**config.mk**
```make
export PLATFORM = sky130hd
export DESIGN_NAME = dma_frame_ctl
export DESIGN_NICKNAME = d
export VERILOG_FILES = /design/src/rtl/dport_regs.sv /design/src/rtl/dma_frame_regs.sv /design/src/rtl/dma_frame_ctl.sv
export SDC_FILE = /design/constraint.sdc
export NUM_CORES = 1
export LEC_CHECK = 0
export ABC_AREA = 1
export ABC_CLOCK_PERIOD_IN_PS = 3000
export CAP_MARGIN = 30
export CORE_UTILIZATION = 40
export CTS_CLUSTER_SIZE = 12
export DETAILED_ROUTE_END_ITERATION = 7
export PLACE_DENSITY = 0.57
export SYNTH_ARGS = -nofsm -noshare
export SYNTH_HDL_FRONTEND = slang
export SYNTH_SLANG_ARGS = --single-unit
```
**constraint.sdc**
```tcl
create_clock -name clk -period 3 [get_ports clk]
set_clock_uncertainty 0.2 [all_clocks]
set_input_delay 0.45 -clock clk [delete_from_list [all_inputs] [get_ports clk]]
set_output_delay 0.45 -clock clk [all_outputs]
set_load 0.05 [all_outputs]
```
**src/rtl/dport_regs.sv**
```systemverilog
// Shared definitions for the scanout frame controller: register indices,
// CTRL/STATUS bit positions, FSM state encoding and burst alignment.
package dport_regs;

    localparam int BURST_BYTES = 128;

    localparam logic [2:0] REG_CTRL     = 3'd0;
    localparam logic [2:0] REG_BASE     = 3'd1;
    localparam logic [2:0] REG_LEN      = 3'd2;
    localparam logic [2:0] REG_STATUS   = 3'd3;
    localparam logic [2:0] REG_FRAMECNT = 3'd4;
    localparam logic [2:0] REG_UNDERCNT = 3'd5;

    localparam int CTRL_EN    = 0;
    localparam int CTRL_IRQEN = 1;

    localparam int STAT_BUSY     = 0;
    localparam int STAT_UNDERRUN = 1;
    localparam int STAT_FLIP     = 2;
    localparam int STAT_DONE     = 3;

    localparam logic [1:0] ST_IDLE = 2'd0;
    localparam logic [1:0] ST_ARM  = 2'd1;
    localparam logic [1:0] ST_RUN  = 2'd2;
    localparam logic [1:0] ST_DONE = 2'd3;

endpackage

```
**src/rtl/dma_frame_regs.sv**
```systemverilog
// Register file for the frame controller: control, shadow/active base,
// length, sticky W1C status bits and the registered read mux.
import dport_regs::*;

module dma_frame_regs #(
    parameter int BURST_BYTES = dport_regs::BURST_BYTES,
    parameter int CNTW        = 16
) (
    input  logic            clk,
    input  logic            reset,
    input  logic            regwe,
    input  logic            regre,
    input  logic [2:0]      regaddr,
    input  logic [31:0]     regwdata,
    output logic [31:0]     regrdata,
    input  logic            busy,
    input  logic            commit,
    input  logic            set_done,
    input  logic            set_underrun,
    input  logic [CNTW-1:0] framecnt,
    input  logic [CNTW-1:0] undercnt,
    output logic            enable,
    output logic [31:0]     len,
    output logic [31:0]     shadow_base,
    output logic            irq
);

    localparam logic [31:0] ALIGN_MASK = ~(32'(BURST_BYTES) - 32'd1);

    logic        irqen;
    logic [31:0] active_base;
    logic        flip_pending;
    logic        done;
    logic        underrun;
    logic [31:0] rd_mux;
    logic        wr_ctrl, wr_base, wr_len, wr_status;

    assign wr_ctrl   = regwe && (regaddr == REG_CTRL);
    assign wr_base   = regwe && (regaddr == REG_BASE);
    assign wr_len    = regwe && (regaddr == REG_LEN);
    assign wr_status = regwe && (regaddr == REG_STATUS);

    always_comb begin
        rd_mux = 32'd0;
        case (regaddr)
            REG_CTRL: begin
                rd_mux[CTRL_EN]    = enable;
                rd_mux[CTRL_IRQEN] = irqen;
            end
            REG_BASE:     rd_mux = active_base;
            REG_LEN:      rd_mux = len;
            REG_STATUS: begin
                rd_mux[STAT_BUSY]     = busy;
                rd_mux[STAT_UNDERRUN] = underrun;
                rd_mux[STAT_FLIP]     = flip_pending;
                rd_mux[STAT_DONE]     = done;
            end
            REG_FRAMECNT: rd_mux = 32'(framecnt);
            REG_UNDERCNT: rd_mux = 32'(undercnt);
            default:      rd_mux = 32'd0;
        endcase
    end

    always_ff @(posedge clk) begin
        if (reset) begin
            enable       <= 1'b0;
            irqen        <= 1'b0;
            shadow_base  <= 32'd0;
            active_base  <= 32'd0;
            len          <= 32'd0;
            flip_pending <= 1'b0;
            done         <= 1'b0;
            underrun     <= 1'b0;
            regrdata     <= 32'd0;
        end else begin
            if (wr_ctrl) begin
                enable <= regwdata[CTRL_EN];
                irqen  <= regwdata[CTRL_IRQEN];
            end
            if (wr_base) shadow_base <= regwdata & ALIGN_MASK;
            if (wr_len)  len         <= regwdata & ALIGN_MASK;
            // commit sees the pre-write shadow, so a same-cycle BASE write stays pending
            if (commit) active_base <= shadow_base;
            if (wr_base)     flip_pending <= 1'b1;
            else if (commit) flip_pending <= 1'b0;
            done     <= set_done     | (done     & ~(wr_status & regwdata[STAT_DONE]));
            underrun <= set_underrun | (underrun & ~(wr_status & regwdata[STAT_UNDERRUN]));
            if (regre) regrdata <= rd_mux;
        end
    end

    assign irq = irqen & (done | underrun);

endmodule

```
**src/rtl/dma_frame_ctl.sv**
```systemverilog
// Frame-level sequencer for the scanout DMA: restarts the DMA each vstart,
// drives its address window and tracks frame completion and underrun.
//
//   state | meaning
//   IDLE  | disabled or LEN==0, vstart ignored
//   ARM   | enabled, waiting for the first vstart
//   RUN   | frame in flight, counting dmavalid beats
//   DONE  | all beats delivered, waiting for vstart
import dport_regs::*;

module dma_frame_ctl #(
    parameter int BEAT_BYTES  = 8,
    parameter int BURST_BYTES = dport_regs::BURST_BYTES,
    parameter int CNTW        = 16
) (
    input  logic        clk,
    input  logic        reset,
    input  logic        vstart,
    input  logic        regwe,
    input  logic        regre,
    input  logic [2:0]  regaddr,
    input  logic [31:0] regwdata,
    output logic [31:0] regrdata,
    output logic        dmastart,
    output logic [31:0] addrstart,
    output logic [31:0] addrend,
    input  logic        dmavalid,
    output logic        irq
);

    localparam int BEAT_SHIFT = $clog2(BEAT_BYTES);

    logic [1:0]      state;
    logic [31:0]     beatcnt;
    logic [31:0]     target;
    logic [CNTW-1:0] framecnt;
    logic [CNTW-1:0] undercnt;
    logic            enable;
    logic [31:0]     len;
    logic [31:0]     shadow_base;
    logic            go, start_evt, commit, last_beat, set_underrun;

    assign go           = enable && (len != 32'd0);
    assign start_evt    = vstart && (state != ST_IDLE);
    assign commit       = start_evt && go;
    assign last_beat    = (state == ST_RUN) && dmavalid && ((beatcnt + 32'd1) == target);
    // a final beat coinciding with vstart completes the frame rather than underrunning
    assign set_underrun = start_evt && (state == ST_RUN) && !last_beat;

    dma_frame_regs #(
        .BURST_BYTES (BURST_BYTES),
        .CNTW        (CNTW)
    ) u_regs (
        .clk          (clk),
        .reset        (reset),
        .regwe        (regwe),
        .regre        (regre),
        .regaddr      (regaddr),
        .regwdata     (regwdata),
        .regrdata     (regrdata),
        .busy         (state == ST_RUN),
        .commit       (commit),
        .set_done     (last_beat),
        .set_underrun (set_underrun),
        .framecnt     (framecnt),
        .undercnt     (undercnt),
        .enable       (enable),
        .len          (len),
        .shadow_base  (shadow_base),
        .irq          (irq)
    );

    always_ff @(posedge clk) begin
        if (reset) begin
            state     <= ST_IDLE;
            beatcnt   <= 32'd0;
            target    <= 32'd0;
            framecnt  <= '0;
            undercnt  <= '0;
            dmastart  <= 1'b0;
            addrstart <= 32'd0;
            addrend   <= 32'd0;
        end else begin
            dmastart <= 1'b0;
            if (last_beat) framecnt <= framecnt + CNTW'(1);
            if (set_underrun && (undercnt != '1)) undercnt <= undercnt + CNTW'(1);
            if ((state == ST_RUN) && dmavalid) beatcnt <= beatcnt + 32'd1;
            case (state)
                ST_IDLE: if (go) state <= ST_ARM;
                default: begin
                    if (start_evt) begin
                        if (go) begin
                            addrstart <= shadow_base;
                            addrend   <= shadow_base + len;
                            target    <= len >> BEAT_SHIFT;
                            beatcnt   <= 32'd0;
                            dmastart  <= 1'b1;
                            state     <= ST_RUN;
                        end else begin
                            state <= ST_IDLE;
                        end
                    end else if (last_beat) begin
                        state <= ST_DONE;
                    end
                end
            endcase
        end
    end

endmodule

```
=== Word-level counts from Yosys, hierarchy flattened ===
Cells that the tools add are included.

* Register bits after elaboration: 261
* Bits of input ports: 41
* Output and inout port bits: 98
* Word-level logic and storage cells: 79

* Add/subtract/negate cells: 4
* Equal/unequal tests: 9
* Muxes and demuxes: 15
* Bitwise gates (word level): 12
* Reductions and logical operators: 22

{| class="wikitable"
|+ Operator list
! cell !! count
|-
| 32-bit two-way mux || 4
|-
| 28-bit one-hot mux with 4 select lines || 1
|-
| 16-bit by 1-bit adder with 16-bit output, second input constant || 2
|-
| 32-bit by 1-bit adder with 32-bit output, second input constant || 1
|-
| 32-bit adder || 1
|-
| 32-bit by 29-bit == test with 1-bit output || 1
|-
| 32-bit nonzero test || 1
|-
| 16-bit inequality test, second input constant || 1
|-
| 1-bit logical AND || 12
|-
| 2-bit two-way mux || 5
|-
| 2-bit one-hot mux with 4 select lines || 1
|-
| 3-bit by 2-bit == test with 1-bit output, second input constant || 2
|-
| 3-bit == test, second input constant || 2
|-
| 2-bit one-hot mux with 3 select lines || 1
|-
| 1-bit bitwise AND || 5
|-
| 1-bit inverter || 4
|-
| 2-bit nonzero test || 2
|-
| 3-bit by 1-bit == test with 1-bit output, second input constant || 1
|-
| 3-bit logical NOT || 1
|-
| 1-bit two-way mux || 3
|-
| 1-bit bitwise OR || 3
|-
| 3-bit AND reduction || 1
|-
| 3-bit nonzero test || 1
|-
| 3-bit OR reduction || 1
|-
| other kinds (5) || 5
|}

=== Logic depth before layout (Yosys ltp) ===
* Word-level depth: 6
* Mapped depth: 21
* Mapped depth without buffers: 20

=== Modules after synthesis ===
Synthesis repeated with hierarchy kept, for this count alone.

* Cell total of the unflattened synthesis: 2061
* Area total of the unflattened synthesis: 14282.4 um2

{| class="wikitable"
|+ Modules (own cells, without submodules)
! module !! instances !! cells each !! area each (um2) !! sequential area each (um2)
|-
| dma_frame_ctl || 1 || 1414 || 9582.9 || 3203.1
|-
| dma_frame_regs || 1 || 647 || 4699.5 || 2242.2
|}

=== Least setup slack after synthesis ===
OpenSTA, ideal clock, no wires.

* Path type: reg2reg
* Start point: reg u_regs.len[7]
* End point: reg addrend[27]
* Setup time: 123 ps
* Arrival: 2137 ps
* Data required time: 2677 ps
* Path slack: 540 ps
* Cell stages (with the launch flop): 12
* Buffers on the path: 0
* Clock period less this slack: 2460 ps
* Path through: dfxtp_1 -> ha_1 -> inv_1 -> fa_1 -> o21ai_0 -> a21oi_1 -> o21ai_0 -> a21oi_1 -> nor2_1 -> o21ai_0 -> nand2_1 -> o21ai_0

* Longest elaborated chain between the ends: 3
* Elaborated cells between the ends (all ways): 4
* Classes of those cells: add/sub: 1; reduce/logical: 3

{| class="wikitable"
|+ Ends and longest elaborated chain
! element !! RTL line !! source
|-
| from (decl) || dma_frame_regs.sv:23 || <nowiki>output logic [31:0] len,</nowiki>
|-
| from (signal assigned) || dma_frame_regs.sv:81 || <nowiki>if (wr_len) len <= regwdata & ALIGN_MASK;</nowiki>
|-
| branches (longest 3 deep; another with 32-bit adder) || n/a ||
|-
| to (signal assigned) || dma_frame_ctl.sv:94 || <nowiki>addrend <= shadow_base + len;</nowiki>
|-
| to (decl) || dma_frame_ctl.sv:26 || <nowiki>output logic [31:0] addrend,</nowiki>
|}

Parallel ways; which one is timed is not known.
A chain may end at the register's enable or synchronous reset.

=== Worst setup path in the final report ===
* Start point: reg beatcnt[0]
* End point: reg framecnt[0]

* Longest elaborated chain between the ends: 3

{| class="wikitable"
|+ Ends and longest elaborated chain
! element !! RTL line !! source
|-
| from (decl) || dma_frame_ctl.sv:34 || <nowiki>logic [31:0] beatcnt;</nowiki>
|-
| from (signal assigned) || dma_frame_ctl.sv:87 || <nowiki>if ((state == ST_RUN) && dmavalid) beatcnt <= beatcnt + 32'd1;</nowiki>
|-
| 32-bit by 1-bit adder with 32-bit output || dma_frame_ctl.sv:46 || <nowiki>assign last_beat = (state == ST_RUN) && dmavalid && ((beatcnt + 32'd1) == target);</nowiki>
|-
| 32-bit by 29-bit == test with 1-bit output || dma_frame_ctl.sv:46 ||
|-
| 1-bit logical AND || dma_frame_ctl.sv:46 ||
|-
| to (signal assigned) || dma_frame_ctl.sv:85 || <nowiki>if (last_beat) framecnt <= framecnt + CNTW'(1);</nowiki>
|-
| to (decl) || dma_frame_ctl.sv:36 || <nowiki>logic [CNTW-1:0] framecnt;</nowiki>
|}

No other way between the ends.

==> flow_metrics.tcl <==
set metrics [dict create \
    outcome "complete, no violations" \
    drc_errors 0 \
    wl_per_cell_um 17.1 \
    fin_setup_tns_ps 0 \
    insertion_delay_ps 560 \
    die_x_um 179 \
    r2r_cells 18 \
    avgSynthCellArea_um2 7.00 \
    reg2reg_to "framecnt[0]" \
    grt_pass1_vias 11100 \
    worstPathArrival_ps 3020 \
    cts_root_buf "clkbuf_16" \
    n_fill_cell 3159 \
    synth.yosys.seq_area_share_pct 40.4 \
    post-route-util_pct 50.0 \
    drive_above_1_share_pct 6.90 \
    grt_pass1_wl_um 60600 \
    io_buffers 120 \
    final_cell_mix "399 x nand2_1, 251 x dfxtp_1, 224 x inv_1" \
    slew_headroom_pct 48.4 \
    clkSinkCount 254 \
    min_from "reset" \
    post-route-min-period_ps 2800 \
    p_leak_nw 5.75 \
    routed_via_density 5.31 \
    routed_wl_um 40000 \
    ir_worst_vdd_mv 0.359 \
    worst_pin_slew_ps 773 \
    rows 64 \
    end_kind "register" \
    synth_edf_count 0 \
    synth_area_um2 12600 \
    drtAntennaViolNets 0 \
    antenna_cells 0 \
    core-area_um2 30700 \
    cts_tree "done" \
    yosysWarnings 0 \
    clk_pin_slew_worst_paths_ps 60 \
    final_common_cell "nand2_1" \
    cp_data_required_time_ps 3220 \
    vias 12400 \
    synth_seq_cells 254 \
    start_util_pct 40.9 \
    first_pass_iters 7 \
    die_area_um2 32200 \
    io_pins 139 \
    clockBufferDepth 3 \
    synthCells 1798 \
    maxCapViolations 0 \
    post-route-period-util_pct 93.4 \
    timing.rr.start "beatcnt[0]" \
    fmax_ghz 0.357 \
    hold_path.class "primary input to register" \
    area_growth_pct 22.2 \
    grt_usage_pct 24.2 \
    finalSetupViolations 0 \
    htreeDepth 1 \
    whs_path_depth 3 \
    hpwlAfterDp_um 28900 \
    drtIter0Drc 1032 \
    rrSetupSlack_ps 200 \
    holdWs_ps 163 \
    numCtsBuffers 29 \
    start_kind "register" \
    crit_type "register to register" \
    stdcell_area_um2 15400 \
    die_h_um 179 \
    worstHoldEndpoint "dmastart" \
    cp_max_fo 5 \
    slew_viol_final 0 \
    synthArstFlopShare_pct 0 \
    hold_violations 0 \
    powerDensity_nw_per_um2 475 \
    synth_ff_type "dfxtp_1" \
    gr-total-overflow 0 \
    gp_congestion 0.924 \
    fin_nets 1994 \
    ctsHoldBuffers 0 \
    synth_cell_type_count 46 \
    post_dp_cell_area_um2 14300 \
    antenna_found_initial 0 \
    grt_max_degree 93 \
]
[how the worst max path moves through the flow]
stage | from | to | slack [ps] | depth (start not counted)
6_report | beatcnt[0] | framecnt[0] | 200 | 18
5_1_grt | beatcnt[0] | undercnt[15] | -20 | 18
4_1_cts | beatcnt[0] | undercnt[7] | 30 | 17
3_5_place_dp | beatcnt[1] | undercnt[7] | 60 | 17
3_3_place_gp | beatcnt[0] | undercnt[7] | 90 | 17
2_1_floorplan | u_regs.len[7] | addrend[27] | 540 | 11
[power by group]
| group | switching (W) | internal, W | total [W] |
|---|---|---|---|
| combinational | 0.000309 | 0.000141 | 0.000450 |
| sequential | 0.0000196 | 0.00340 | 0.00342 |
| clock | 0.00144 | 0.00199 | 0.00343 |
[cell usage after synthesis, types with 27 or more instances]
cell | number | area share, %
nor2_1 | 122 | 3.6
clkbuf_1 | 62 | 1.8
o21ai_0 | 146 | 5.8
o22ai_1 | 87 | 4.3
nand4_1 | 44 | 2.2
a21oi_1 | 163 | 6.5
xor2_1 | 33 | 2.3
inv_1 | 226 | 6.7
dfxtp_1 | 254 | 40
nand3_1 | 98 | 3.9
ha_1 | 27 | 2.7
nand2_1 | 402 | 12
[critical path, stage by stage, from the launching register on]
cell and delay [ps]:
dfxtp_2 370, buf_4 130, nand2_1 50, nor2_2 140
nand2_1 140, nor2_2 250, nand2_1 160, nand2_1 100
nand2_1 50, nand2_1 80, nand3_1 100, nor2_1 90
nand2_1 90, nor2_4 120, buf_4 150, nand2_4 90
buf_4 160, o21ai_0 140, a21oi_1 60
[stage by stage]
step / total power [W] / setup slack (ps) / cells
after global placement: 0.00393 / 88.2 / 2279
after detailed placement: 0.00394 / 61.6 / 2279
after global routing: 0.00754 / -18.1 / 2339
after floorplan: 0.00376 / 540 / 1811
final: 0.00730 / 199 / 2339
after CTS: 0.00735 / 34.3 / 2328
[cell families (layout without fill, tap and decap cells)]
| logic type | count (synthesis) | in the layout | share of synthesized area (%) |
|---|---|---|---|
| other cells | 1 | 14 | 0.0298 |
| xor+xnor | 45 | 45 | 3.24 |
| flops | 254 | 254 | 40.4 |
| fa+ha+maj | 28 | 28 | 2.84 |
| simple gates | 724 | 728 | 24.8 |
| compound gates | 428 | 428 | 18.6 |
| buf+inv | 318 | 446 | 10.1 |
[area by class of cell]
cell class	count	area [um^2]	share of cell area, %
Clock buffer	41	831	5.40
Timing Repair Buffer	168	1640	10.7
Sequential cell	254	5090	33.1
Multi-Input combinational cell	1243	6390	41.6
Tap cell	396	495	3.22
Inverter	229	860	5.59
Clock inverter	8	67.6	0.440
[metal layers]
metal	track usage (%)	wire, um	part of all wire, %
met5	0	0	0
met3	3.59	2660	6.6
met2	36.9	17500	44
met1	35.4	18900	47
met4	6.27	923	2.3
[timing repair]
item                       in CTS  in global routing
setup endpoints to repair       0                 34
resized for setup               0                 20
setup buffers                   0                  6
[state kept, by name (all words and copies together) (netlist names)]
name                 cells
u_regs.shadow_base      25
u_regs.underrun          1
u_regs.len              25
u_regs.active_base      25
u_regs.irqen             1
u_regs.enable            1
dmastart                 1
state                    2
u_regs.flip_pending      1
target                  25
beatcnt                 32
undercnt                16
addrend                 25
addrstart               25
u_regs.done              1
u_regs.regrdata         32
framecnt                16
Power figures use the tool's default switching activity.
